### src/rtl/pulse_seq_pkg.sv
// Shared definitions for the pulse burst sequencer.
//   - seq_state_e : sequencer FSM states (IDLE, HIGH, LOW, DONE)
//   - DEF_CNT_W   : default width of the pulse count (max 15 pulses)
//   - DEF_WID_W   : default width of a phase length (max 15 cycles)
//   - eff_width() : maps a programmed length of 0 onto 1 so that every
//                   phase lasts at least one cycle
package pulse_seq_pkg;

  localparam int DEF_CNT_W = 4;
  localparam int DEF_WID_W = 4;

  typedef enum logic [1:0] {
    ST_IDLE = 2'd0,
    ST_HIGH = 2'd1,
    ST_LOW  = 2'd2,
    ST_DONE = 2'd3
  } seq_state_e;

  // Width-agnostic so that any parameterisation of the sequencer can use it;
  // callers zero-extend their operand and truncate the result back.
  function automatic int unsigned eff_width(input int unsigned x);
    return (x == 0) ? 32'd1 : x;
  endfunction

endpackage

### src/rtl/phase_counter.sv
// Loadable down-counter used as the phase timer of the burst sequencer.
// Ports:
//   clock    : system clock, rising edge
//   reset_n  : asynchronous active-low reset (count -> 0)
//   load     : load load_val on the next edge (has priority over en)
//   en       : decrement on the next edge; holds at zero, never wraps
//   load_val : value to load
//   zero     : high while the count is zero
module phase_counter #(
  parameter int WID_W = 4
) (
  input  logic             clock,
  input  logic             reset_n,
  input  logic             load,
  input  logic             en,
  input  logic [WID_W-1:0] load_val,
  output logic             zero
);

  logic [WID_W-1:0] count;

  always_ff @(posedge clock or negedge reset_n) begin
    if (!reset_n) begin
      count <= '0;
    end else if (load) begin
      count <= load_val;
    end else if (en && (count != '0)) begin
      count <= count - WID_W'(1);
    end
  end

  assign zero = (count == '0);

endmodule

### src/rtl/pulse_burst_sequencer.sv
// Sequences a burst of burst_len pulses on one output line. Each pulse is
// eff(high_w) cycles high followed by eff(low_w) cycles low; a one-cycle
// done strobe follows the last low phase. Configuration is captured when a
// burst is accepted and is immune to input changes during the burst.
// Ports:
//   clock     : system clock, rising edge
//   reset_n   : asynchronous active-low reset
//   start     : burst request, only honoured in IDLE
//   burst_len : number of pulses (0 -> straight to done, no pulse)
//   high_w    : high-phase length in cycles (0 treated as 1)
//   low_w     : low-phase length in cycles (0 treated as 1)
//   abort     : terminate a running burst without a done strobe
//   pulse     : registered pulse train
//   busy      : high while a burst is running
//   done      : one-cycle completion strobe
module pulse_burst_sequencer
  import pulse_seq_pkg::*;
#(
  parameter int CNT_W = DEF_CNT_W,
  parameter int WID_W = DEF_WID_W
) (
  input  logic             clock,
  input  logic             reset_n,
  input  logic             start,
  input  logic [CNT_W-1:0] burst_len,
  input  logic [WID_W-1:0] high_w,
  input  logic [WID_W-1:0] low_w,
  input  logic             abort,
  output logic             pulse,
  output logic             busy,
  output logic             done
);

  seq_state_e       state, next_state;
  logic [CNT_W-1:0] pulse_cnt;
  logic [WID_W-1:0] high_cfg;
  logic [WID_W-1:0] low_cfg;

  logic             capture;
  logic             pulse_dec;
  logic             ph_load;
  logic             ph_en;
  logic [WID_W-1:0] ph_val;
  logic             ph_zero;

  // Phase counter reload value: a phase of eff(w) cycles counts eff(w)-1..0.
  function automatic logic [WID_W-1:0] phase_init(input logic [WID_W-1:0] w);
    return WID_W'(eff_width(32'(w)) - 32'd1);
  endfunction

  phase_counter #(
    .WID_W (WID_W)
  ) u_phase (
    .clock    (clock),
    .reset_n  (reset_n),
    .load     (ph_load),
    .en       (ph_en),
    .load_val (ph_val),
    .zero     (ph_zero)
  );

  always_comb begin
    next_state = state;
    capture    = 1'b0;
    pulse_dec  = 1'b0;
    ph_load    = 1'b0;
    ph_en      = 1'b0;
    ph_val     = '0;
    unique case (state)
      ST_IDLE: begin
        if (start) begin
          if (burst_len != '0) begin
            capture    = 1'b1;
            ph_load    = 1'b1;
            ph_val     = phase_init(high_w);
            next_state = ST_HIGH;
          end else begin
            next_state = ST_DONE;
          end
        end
      end
      ST_HIGH: begin
        if (abort) begin
          next_state = ST_IDLE;
        end else if (ph_zero) begin
          ph_load    = 1'b1;
          ph_val     = phase_init(low_cfg);
          next_state = ST_LOW;
        end else begin
          ph_en = 1'b1;
        end
      end
      ST_LOW: begin
        if (abort) begin
          next_state = ST_IDLE;
        end else if (ph_zero) begin
          pulse_dec = 1'b1;
          // pulse_cnt is the count before this decrement; 1 means last pulse.
          if (pulse_cnt <= CNT_W'(1)) begin
            next_state = ST_DONE;
          end else begin
            ph_load    = 1'b1;
            ph_val     = phase_init(high_cfg);
            next_state = ST_HIGH;
          end
        end else begin
          ph_en = 1'b1;
        end
      end
      ST_DONE: begin
        next_state = ST_IDLE;
      end
      default: begin
        next_state = ST_IDLE;
      end
    endcase
  end

  always_ff @(posedge clock or negedge reset_n) begin
    if (!reset_n) begin
      state     <= ST_IDLE;
      pulse_cnt <= '0;
      high_cfg  <= '0;
      low_cfg   <= '0;
    end else begin
      state <= next_state;
      if (capture) begin
        pulse_cnt <= burst_len;
        high_cfg  <= high_w;
        low_cfg   <= low_w;
      end else if (pulse_dec && (pulse_cnt != '0)) begin
        pulse_cnt <= pulse_cnt - CNT_W'(1);
      end
    end
  end

  // Outputs decoded from next_state so they change on the same edge as the
  // state; pulse therefore rises on the edge that samples start.
  always_ff @(posedge clock or negedge reset_n) begin
    if (!reset_n) begin
      pulse <= 1'b0;
      busy  <= 1'b0;
      done  <= 1'b0;
    end else begin
      pulse <= (next_state == ST_HIGH);
      busy  <= (next_state == ST_HIGH) || (next_state == ST_LOW);
      done  <= (next_state == ST_DONE);
    end
  end

endmodule

### config.mk
export PLATFORM = sky130hd
export DESIGN_NAME = pulse_burst_sequencer
export DESIGN_NICKNAME = d
export VERILOG_FILES = /design/src/rtl/pulse_seq_pkg.sv /design/src/rtl/phase_counter.sv /design/src/rtl/pulse_burst_sequencer.sv
export SDC_FILE = /design/constraint.sdc
export NUM_CORES = 1
export LEC_CHECK = 0
export ABC_CLOCK_PERIOD_IN_PS = 3700
export CAP_MARGIN = 0
export CORE_MARGIN = 3
export CORE_UTILIZATION = 35
export DETAILED_ROUTE_END_ITERATION = 10
export MAX_ROUTING_LAYER = met4
export PLACE_DENSITY = 0.63
export SYNTH_ARGS = -nofsm -noshare
export SYNTH_HDL_FRONTEND = slang
export SYNTH_SLANG_ARGS = --single-unit
### constraint.sdc
create_clock -name clock -period 3.7 [get_ports clock]
set_clock_uncertainty 0.2 [all_clocks]
set_input_delay 0.74 -clock clock [delete_from_list [all_inputs] [get_ports clock]]
set_output_delay 0.74 -clock clock [all_outputs]
set_load 0.02 [all_outputs]
# == Word-level counts from Yosys, hierarchy flattened ==
# Index checks and enable logic that the tools add are counted.
# totals
reg_bits,21
in_bits,16
output_inout_bits,3
wordCells,70
# op_classes
addsub,5
order_cmp,1
n_eq_ne,6
muxes,36
n_reduce_logical,14
# ops
op,n
$mux W4,14
$sub A4 B1 Y4 const B,5
$logic_not A4 Y1,4
$mux W2,7
$mux W1,12
$pmux W4 S3,1
$reduce_bool A4 Y1,3
$eq A2 B2 Y1 const B,4
$pmux W2 S4,1
$eq A2 B1 Y1 const B,2
$le A4 B1 Y1 const B,1
$reduce_bool A2 Y1,2
$pmux W1 S3,1
$logic_and A1 B1 Y1,2
$logic_not A2 Y1,1
$reduce_or A2 Y1,1
$logic_or A1 B1 Y1,1

# == Logic depth before layout (Yosys ltp) ==
# logic_depth
depth_word,8
mapped_depth,9
depth_no_buf,9

# == Modules after synthesis ==
# From an unflattened synthesis, not the netlist that was laid out.
# unflattened
cells_unflattened,138
area_unflattened_um2,1461.4
# by_module_without_submodules
module,instances,cells_per_inst,area_each_um2
pulse_burst_sequencer,1,111,1191.1
phase_counter,1,27,270.3

# == Worst setup path before layout ==
# OpenSTA, ideal clock, no wires.
# synth_timing
kind,input port to flip-flop
from,in burst_len[0]
to,reg u_phase.count[0]
setup_ps,130
t_arrival_ps,1888
required_ps,3370
path_slack_ps,1482
cell_stages,5
n_path_buf,1
cell_sequence,or4_4 > and3_4 > buf_6 > a221oi_2 > mux2i_1
# synth_via
elab_chain_len,5
# synth_rtl
element,line,text
from (decl),pulse_burst_sequencer.sv:25,"input logic [CNT_W-1:0] burst_len,"
$reduce_bool A4 Y1 *,pulse_burst_sequencer.sv:72,if (burst_len != '0) begin
$mux W4 / $mux W1 (equally long branches),pulse_burst_sequencer.sv:72,
$mux W4 / $mux W1 (equally long branches),pulse_burst_sequencer.sv:71,if (start) begin
$pmux W4 S3 / $pmux W1 S3 (equally long branches),pulse_burst_sequencer.sv:69,unique case (state)
$mux W4 / $reduce_bool A2 Y1 (equally long branches),n/a,
to (signal assigned),phase_counter.sv:26,count <= load_val;
to (signal assigned),phase_counter.sv:28,count <= count - WID_W'(1);
to (decl),phase_counter.sv:20,logic [WID_W-1:0] count;
# Mark *: on every way between the ends. The rest lies on a longest branch, timed or not.
# A chain may end at the register's enable or synchronous reset.

# == Worst setup path in the final report ==
# layout_timing
from,in burst_len[0]
to,reg u_phase.count[3]
# The elaborated chain is that of the path after synthesis.

==> flow_summary.yaml <==
sta:
  fmax_mhz: 410
  drv_slew: 0
  layout_min_cycle_time_ps: 2440
  slew_headroom_pct: 33.8
  fin_crit_sh_pct: 65.9
  fin_setup_tns_ps: 0
  finalHoldViolations: 0
  setup_viol: 0
  rsz0062_at_grt: "false"
  tightest_slew_ps: 990
detailed_routing:
  ant_nets: 0
  wl_per_cell_um: 13.4
  viasPerCell: 5.21
  num_vias: 1100
  dr.first_iter.drc_count: 71
  remaining_drc_errors: 0
  drtPass1Iterations: 4
  wl_mm: 2.83
floorplan:
  initial_utilization_pct: 36.6
  core_um2: 3720
  num_rows: 22
  ios: 19
  dieArea_um2: 4670
  die_w_um: 68.3
  die_h_um: 68.3
grt:
  grt_usage_pct: 13.3
  use_met1_pct: 16.4
  gr-total-overflow: 0
  grt-busiest-layer: "met2"
  grt_util_met3_pct: 3.45
  antenna_found_initial: 0
  grt_max_degree: 22
  grt_pass1_vias: 993
  grt_use_met2_pct: 21.9
  grt_first_pass_wirelength_mm: 4.49
clock_network:
  h-tree-depth: 1
  cts_resized: 0
  tritoncts: "done"
  post-cts-setup-buffers: 0
  clock_latency_ps: 260
  cts_hold_buf: 0
  clockBufferDepth: 2
  clock-sinks: 21
  path_clk_slew_ps: 80
  cts-root-buf: "clkbuf_8"
  numCtsBuffers: 3
logic_synthesis:
  syn_inst: 143
  synth_flop_cell: "dfrtp_1"
  synth_edf_count: 0
  synth_cell_type_count: 40
  syn-mean-instance-area_um2: 9.51
  async_flop_share_pct: 100
  synth_nets: 172
  synth_area_um2: 1360
  synth_top_area_cell: "dfrtp_1"
  synth_seq_cells: 21
  synth-warning-count: 0
  yosysSeqAreaShare_pct: 38.6
  netlist_top_cells_count: "24 x nand2_1, 21 x dfrtp_1, 14 x inv_1"
  yosysMostFrequentCell: "nand2_1"
  synth_area_leaders: "dfrtp_1 39%, ha_1 12%, nand2_1 6.6%, xnor2_1 4.5%, inv_1 3.9%"
  synth_top_area_share_pct: 38.6
finish:
  multiInputGateArea_um2: 766
  utilization_pct: 43.9
  nNetsFinal: 193
  final.fill_count: 361
  area_growth_pct: 19.9
  regArea_um2: 526
  drive_gt1_share_pct: 8.59
  antenna_cells: 0
min_path:
  hold_class: "register to register"
  min_from: "low_cfg[3]"
power:
  power_density_nw_per_um2: 757
  p_total_uw: 1230
  leakagePower_uw: 0.000722
  irDropWorstVdd_uv: 457
setup_path:
  path_max_fanout: 20
  crit_path_start_kind: "input pin"
  worst_ep_arrival_time_ps: 2390
  r2r-start: "pulse_cnt[0]"
  cp-startpoint: "burst_len[0]"
  crit_path_end_kind: "register"
  critPathKind: "input pin to register"
  reg2reg_slack_ps: 1490
  crit_required_ps: 3650
outcome:
  status: "complete, no violations"
place:
  hpwl_mm: 2.22
  gp_congestion: 0.812
  port_buffers: 18
flow_run:
  max-cap-violations: 0
## power by group
part / switching [uW] / internal [uW]
clock network: 77.7 / 75.1
registers: 106 / 339
logic: 347 / 290
## worst max-delay path: stages
cell,delay (ps)
clkdlybuf4s50_1,420
or4_4,550
and3_4,280
o311ai_0,120
o211a_1,210
o22ai_1,70
## layer usage
| metal | wire [um] | vias to the layer above |
|---|---|---|
| met5 | 0 | - |
| met3 | 148 | 8 |
| li1 | - | 540 |
| met2 | 1390 | 31 |
| met4 | 27 | 0 |
| met1 | 1270 | 521 |
## layout make-up
class,instances,share of cell area [%]
multi-input combinational,106,47.0
sequential,21,32.2
timing repair buffer,18,11.1
tap,48,3.68
inverter,14,3.22
clock buffer,3,2.53
clock inverter,1,0.307
## metrics by stage
step                      hold slack [ps]  std cells  area [um^2]  setup slack (ps)
after floorplan                       244        143         1360              1480
after global placement                292        207         1580               999
after detailed placement              294        207         1580               978
after CTS                             313        211         1630              1260
after global routing                  340        211         1630              1170
final                                 308        211         1630              1260
## sequential cells by signal, summed over array words and instances (netlist names)
| signal | flops |
|---|---|
| busy | 1 |
| done | 1 |
| high_cfg | 4 |
| low_cfg | 4 |
| pulse | 1 |
| pulse_cnt | 4 |
| state | 2 |
| u_phase.count | 4 |
## cells by family (layout without fill, tap and decap cells)
kind of cell             after synthesis  in the layout  synth area share [%]
AND/OR/NAND/NOR                       53             53                  20.7
AO/OA/AOI/OAI                         28             28                  15.5
flip-flops                            21             21                  38.6
buffers and inverters                 16             36                  5.06
adder cells (fa/ha/maj)               13             13                  12.0
XOR/XNOR                               9              9                  5.80
multiplexers                           3              3                  2.30
## placed cells by master, fill, tap and decap left out, types with 3 or more instances in the layout
| cell | synthesis | final |
|---|---|---|
| nand2_1 | 24 | 24 |
| dfrtp_1 | 21 | 21 |
| clkdlybuf4s50_1 | 0 | 18 |
| inv_1 | 14 | 14 |
| ha_1 | 13 | 13 |
| nor2_1 | 10 | 10 |
| xnor2_1 | 7 | 7 |
| o21ai_1 | 7 | 7 |
| nor3_1 | 4 | 4 |
| o31ai_1 | 3 | 3 |
| a21oi_1 | 3 | 3 |
| clkbuf_8 | 0 | 3 |
## path summary, 6_finish.rpt
path,endpoint,cells past startpoint
hold / removal,low_cfg[3],2
setup / recovery,u_phase.count[3],6
max in group asynchronous,u_phase.count[1],1
hold reg to reg,low_cfg[3],2
min in group asynchronous,state[0],1
setup reg to reg,u_phase.count[1],6
Power figures use the tool's default switching activity.
